`src/rtl/cnn_mac_acc_requant.sv`:
```
// ============================================================================
// Module      : cnn_mac_acc_requant
// Description : Bias-seeded product accumulator with round/saturate/ReLU
//               requantization to the ap_fixed<14,6> activation format.
// Revision    : 1.0 - initial release
// ============================================================================
`default_nettype none

module cnn_mac_acc_requant #(
  parameter int PROD_W    = 22,
  parameter int PROD_FRAC = 14,
  parameter int ACC_W     = 32,
  parameter int OUT_W     = 14,
  parameter int OUT_FRAC  = 8,
  parameter int MAX_TERMS = 1024,
  parameter bit RND_EN    = 1'b1
) (
  input  logic              ap_clk,
  input  logic              ap_rst_n,
  input  logic              relu_en,
  input  logic [OUT_W-1:0]  bias,
  input  logic              in_valid,
  output logic              in_ready,
  input  logic [PROD_W-1:0] in_prod,
  input  logic              in_last,
  output logic              out_valid,
  input  logic              out_ready,
  output logic [OUT_W-1:0]  out_data,
  output logic              out_sat,
  output logic              err_overrun
);

  localparam int SHIFT = PROD_FRAC - OUT_FRAC;
  localparam int CNT_W = $clog2(MAX_TERMS) + 1;

  localparam logic [CNT_W-1:0]        c_cnt_max = CNT_W'(MAX_TERMS);
  localparam logic signed [ACC_W-1:0] c_acc_max = {1'b0, {(ACC_W-1){1'b1}}};
  localparam logic signed [ACC_W-1:0] c_acc_min = {1'b1, {(ACC_W-1){1'b0}}};
  localparam logic signed [ACC_W-1:0] c_out_max = ACC_W'((2**(OUT_W-1)) - 1);
  localparam logic signed [ACC_W-1:0] c_out_min = ACC_W'(-(2**(OUT_W-1)));

  typedef enum logic [1:0] {
    ST_ACC = 2'd0,
    ST_RQ  = 2'd1,
    ST_OUT = 2'd2
  } state_t;

  state_t r_state;
  state_t w_state_nx;

  logic                     r_in_ready;
  logic                     r_out_valid;
  logic [OUT_W-1:0]         r_out_data;
  logic                     r_out_sat;
  logic                     r_err_overrun;
  logic                     r_relu;
  logic signed [ACC_W-1:0]  r_acc;
  logic [CNT_W-1:0]         r_count;

  logic                     w_beat;
  logic                     w_first;
  logic [CNT_W-1:0]         w_cnt_nx;
  logic                     w_cnt_full;
  logic signed [ACC_W-1:0]  w_bias_sh;
  logic signed [ACC_W-1:0]  w_prod_ext;
  logic signed [ACC_W-1:0]  w_base;
  logic [ACC_W:0]           w_sum_wide;
  logic signed [ACC_W-1:0]  w_sum_sat;
  logic signed [ACC_W-1:0]  w_rnd_src;
  logic signed [ACC_W-1:0]  w_shr;
  logic [OUT_W-1:0]         w_clamp;
  logic                     w_sat;
  logic [OUT_W-1:0]         w_result;

  // Clamp an (ACC_W+1)-bit two's-complement sum back into ACC_W bits.
  function automatic logic [ACC_W-1:0] f_sat(input logic [ACC_W:0] v);
    if (v[ACC_W] != v[ACC_W-1]) begin
      f_sat = v[ACC_W] ? c_acc_min : c_acc_max;
    end else begin
      f_sat = v[ACC_W-1:0];
    end
  endfunction

  assign w_beat     = in_valid && r_in_ready && (r_state == ST_ACC);
  assign w_first    = (r_count == '0);
  assign w_cnt_nx   = r_count + 1'b1;
  assign w_cnt_full = (w_cnt_nx == c_cnt_max);

  assign w_bias_sh  = {{(ACC_W-OUT_W){bias[OUT_W-1]}}, bias} <<< SHIFT;
  assign w_prod_ext = {{(ACC_W-PROD_W){in_prod[PROD_W-1]}}, in_prod};
  assign w_base     = w_first ? w_bias_sh : r_acc;
  assign w_sum_wide = {w_base[ACC_W-1], w_base} + {w_prod_ext[ACC_W-1], w_prod_ext};
  assign w_sum_sat  = f_sat(w_sum_wide);

  generate
    if (RND_EN) begin : g_rnd
      localparam logic [ACC_W:0] c_half = (ACC_W+1)'(2**(SHIFT-1));
      logic [ACC_W:0] w_rnd_wide;
      assign w_rnd_wide = {r_acc[ACC_W-1], r_acc} + c_half;
      assign w_rnd_src  = f_sat(w_rnd_wide);
    end else begin : g_trunc
      assign w_rnd_src = r_acc;
    end
  endgenerate

  assign w_shr = w_rnd_src >>> SHIFT;

  always_comb begin
    w_clamp = w_shr[OUT_W-1:0];
    w_sat   = 1'b0;
    if (w_shr > c_out_max) begin
      w_clamp = c_out_max[OUT_W-1:0];
      w_sat   = 1'b1;
    end else if (w_shr < c_out_min) begin
      w_clamp = c_out_min[OUT_W-1:0];
      w_sat   = 1'b1;
    end
  end

  // ReLU acts after saturation so out_sat still reports a negative clamp.
  assign w_result = (r_relu && w_clamp[OUT_W-1]) ? '0 : w_clamp;

  always_comb begin
    w_state_nx = r_state;
    case (r_state)
      ST_ACC: begin
        if (w_beat && (in_last || w_cnt_full)) begin
          w_state_nx = ST_RQ;
        end
      end
      ST_RQ: begin
        w_state_nx = ST_OUT;
      end
      ST_OUT: begin
        if (out_ready) begin
          w_state_nx = ST_ACC;
        end
      end
      default: begin
        w_state_nx = ST_ACC;
      end
    endcase
  end

  always_ff @(posedge ap_clk or negedge ap_rst_n) begin
    if (!ap_rst_n) begin
      r_state       <= ST_ACC;
      r_in_ready    <= 1'b0;
      r_out_valid   <= 1'b0;
      r_out_data    <= '0;
      r_out_sat     <= 1'b0;
      r_err_overrun <= 1'b0;
      r_relu        <= 1'b0;
      r_acc         <= '0;
      r_count       <= '0;
    end else begin
      r_state    <= w_state_nx;
      // Registered so that ready only rises on the first edge after reset.
      r_in_ready <= (w_state_nx == ST_ACC);

      if (w_beat) begin
        r_acc   <= w_sum_sat;
        r_count <= w_cnt_nx;
        if (w_first) begin
          r_relu <= relu_en;
        end
        if (w_cnt_full && !in_last) begin
          r_err_overrun <= 1'b1;
        end
      end

      if (r_state == ST_RQ) begin
        r_out_data  <= w_result;
        r_out_sat   <= w_sat;
        r_out_valid <= 1'b1;
      end

      if ((r_state == ST_OUT) && out_ready) begin
        r_out_valid <= 1'b0;
        r_count     <= '0;
      end
    end
  end

  assign in_ready    = r_in_ready;
  assign out_valid   = r_out_valid;
  assign out_data    = r_out_data;
  assign out_sat     = r_out_sat;
  assign err_overrun = r_err_overrun;

endmodule

`default_nettype wire

```
`config.mk`:
```
export PLATFORM = sky130hd
export DESIGN_NAME = cnn_mac_acc_requant
export DESIGN_NICKNAME = d
export VERILOG_FILES = /design/src/rtl/cnn_mac_acc_requant.sv
export SDC_FILE = /design/constraint.sdc
export NUM_CORES = 1
export LEC_CHECK = 0
export ABC_CLOCK_PERIOD_IN_PS = 6100
export CORE_MARGIN = 8
export CORE_UTILIZATION = 59
export DETAILED_ROUTE_END_ITERATION = 8
export PLACE_DENSITY = 0.82
export SYNTH_ARGS = -nofsm -noshare
export SYNTH_HDL_FRONTEND = slang
export SYNTH_SLANG_ARGS = --single-unit
```
`constraint.sdc`:
```
create_clock -name ap_clk -period 6.1 [get_ports ap_clk]
set_input_delay 0.61 -clock ap_clk [delete_from_list [all_inputs] [get_ports ap_clk]]
set_output_delay 0.61 -clock ap_clk [all_outputs]
set_load 0.02 [all_outputs]
```
==> results of run 1 <==
## through the flow
| stage | area, µm² | hold WS [ns] |
|---|---|---|
| floorplan | 5810 | 0.314 |
| global placement | 6380 | 0.453 |
| detailed placement | 6380 | 0.469 |
| CTS | 6600 | 0.465 |
| global route | 6600 | 0.506 |
| finish | 6600 | 0.432 |
## layout by cell type, fill, tap and decap left out, types with 24 or more instances in the layout
cell type        count
o21ai_1             24
dfrtp_1             64
xnor2_1             31
ha_1                37
a21o_1              32
nor2_1              49
clkdlybuf4s50_1     58
o21ai_0             59
a21oi_1             63
nand2_1             90
## registers in the layout (all words and copies together) (netlist names)
register     flops
err_overrun      1
in_ready         1
out_data        14
out_sat          1
out_valid        1
r_acc           32
r_count         11
r_relu           1
r_state          2
## cell families after synthesis
logic type | after synthesis | synth area share
AND/OR/NAND/NOR | 234 | 0.200
multiplexers | 19 | 0.0362
XOR/XNOR | 48 | 0.0724
adder cells (fa/ha/maj) | 45 | 0.0952
buffers and inverters | 68 | 0.0530
flip-flops | 64 | 0.276
AO/OA/AOI/OAI | 246 | 0.268
## worst min-delay path by stage
stage,endpoint,depth (start not counted)
5_1_grt,out_data[6],2
6_report,out_data[11],2
4_1_cts,out_data[6],2
3_5_place_dp,r_acc[4],2
2_1_floorplan,err_overrun,0
3_3_place_gp,err_overrun,1
## cell type report
type	count	area share
Timing Repair Buffer	65	0.0955
Inverter	22	0.0125
Tap cell	133	0.0252
Clock buffer	11	0.0214
Clock inverter	5	0.0121
Sequential cell	64	0.243
Multi-Input combinational cell	592	0.591
## per-layer routing
layer | part of all wire | wire, µm | track usage | vias to the layer above
met2 | 0.45 | 7130 | 0.392 | 231
met1 | 0.46 | 7160 | 0.320 | 2588
li1 | - | - | - | 2666
met4 | 0.029 | 449 | 0.108 | 0
met5 | 0 | 0 | 0 | -
met3 | 0.062 | 972 | 0.0305 | 30
## critical path, cell delays in order (launching register included)
cell and delay, ns:
dfrtp_1 0.40, or4_1 0.52, nor4_1 0.30, nand3_1 0.60
buf_4 0.45, nand2_1 0.14, inv_1 0.05, ha_1 0.29
a211oi_1 0.33, o211ai_1 0.23, a21o_1 0.25, a211oi_2 0.33
a21oi_2 0.13, mux2i_1 0.20, and2_1 0.52, buf_4 0.34
o21ai_0 0.13, o22ai_1 0.16
==> metrics, run 1 <==
run status=finished clean; Tcrit/Tclk final=0.898; Routed Antenna Nets=0; PortBufs=59; # Post-CTS Setup Buffers=0; Final HPWL DP=12100 µm; antenna cell count=0; Setup Skew=0.0129 ns; WS Path Type=reg -> reg; clock buffer count from CTS=9; post-synthesis sequential area ratio=0.276; fill count=781; Yosys warnings=0; drt total wl=15700 µm; multi-input logic area=3900 µm²; Setup crit start kind=register; Rows=36; Clock Latency Late Sink=0.35 ns; endpoints failing hold=0; Setup Total Neg Slack=0 ns; R2R Path End=r_acc[20]; MaxCap Viol Count=0; Nets=834; worst reg2reg path startpoint=r_count[6]; Remaining DRCs=0; Hold Path Class=in -> async; Synthesized Nets=804; clock buffer depth=2; layout cells sized above 1=0.0856; Final setup viols=0; Synth top cells by count=nand2_1 (90), dfrtp_1 (64), a21oi_1 (63); start point of the critical path=r_count[6]; total placed cells including tap cells=876; Die X=115 µm; worst setup margin=0.622 ns; R2R cell count=17; Async S/R FF share, synth=1.00; CP arrival=5.73 ns; core area=9680 µm²; antenna violations before repair=0; Final Wtd Congestion=0.976; Initial Util=0.600; wire per inst=17.6 µm; Relative slew margins=0.341; routed vias/inst=6.18; syn avg cell area=8.02 µm²; number of enable flip-flop cells after synthesis=0; first-pass GRT wire length=25600 µm; # IOs=60; drt first pass iters=5; Place WS=0.722 ns; Post-Syn Instances=724; crit path capture=r_acc[20]; unrepaired setup endpoints after global routing=no; WP data required=6.35 ns; slew at the pin closest to its max-slew limit=0.988 ns; Layout area overhead=13.7%; ys flop type=dfrtp_1; vias in the first global route=5141; gr usage total=0.243; leading post-synthesis cells by cell area=dfrtp_1 (28%), ha_1 (8.0%), nand2_1 (5.8%); Clk pin slew, worst setup/hold paths=0.08 ns; CP Max Fanout=25; via count=5515; FMAX=0.183 GHz; Clock Sinks=64; Seq cells post-synth=64; Sequential Area=1600 µm²; die height=115 µm; Post-CTS Resized=0; count leader, synth=nand2_1; Congestion Overflow GR=0; crit end category=register; max-slew violation count=0; DRT iter0 DRCs=522; Distinct cells, synth=67; final core utilization=0.682; Finished Layout Cells=892; Die Area=13300 µm²; Syn Std Cell Area=5810 µm²; CTS H-tree depth=3; largest net degree at the start of global routing=65; CTS tree=built; CTS Hold Bufs=0; Synth area leader=dfrtp_1; Synth top area share=0.276; Root Buffer=clkbuf_8; minimum clock period=5.48 ns; reg-to-reg slack, setup=0.62 ns
Power of run 1 is left out: the tool's default activity adds up to more than one toggle a clock period on the data nets, which glitch-free logic cannot reach.
==> run 2: changes to the inputs <==
--- a/config.mk
+++ b/config.mk
@@ -10,6 +10,7 @@
 export CORE_UTILIZATION = 59
 export DETAILED_ROUTE_END_ITERATION = 8
 export PLACE_DENSITY = 0.82
+export SKIP_LAST_GASP = 1
 export SYNTH_ARGS = -nofsm -noshare
 export SYNTH_HDL_FRONTEND = slang
 export SYNTH_SLANG_ARGS = --single-unit
==> results of run 2 <==
The final DEF is identical to that of run 1; final timing and power are the same.
Power of run 2 is left out for the same reason.
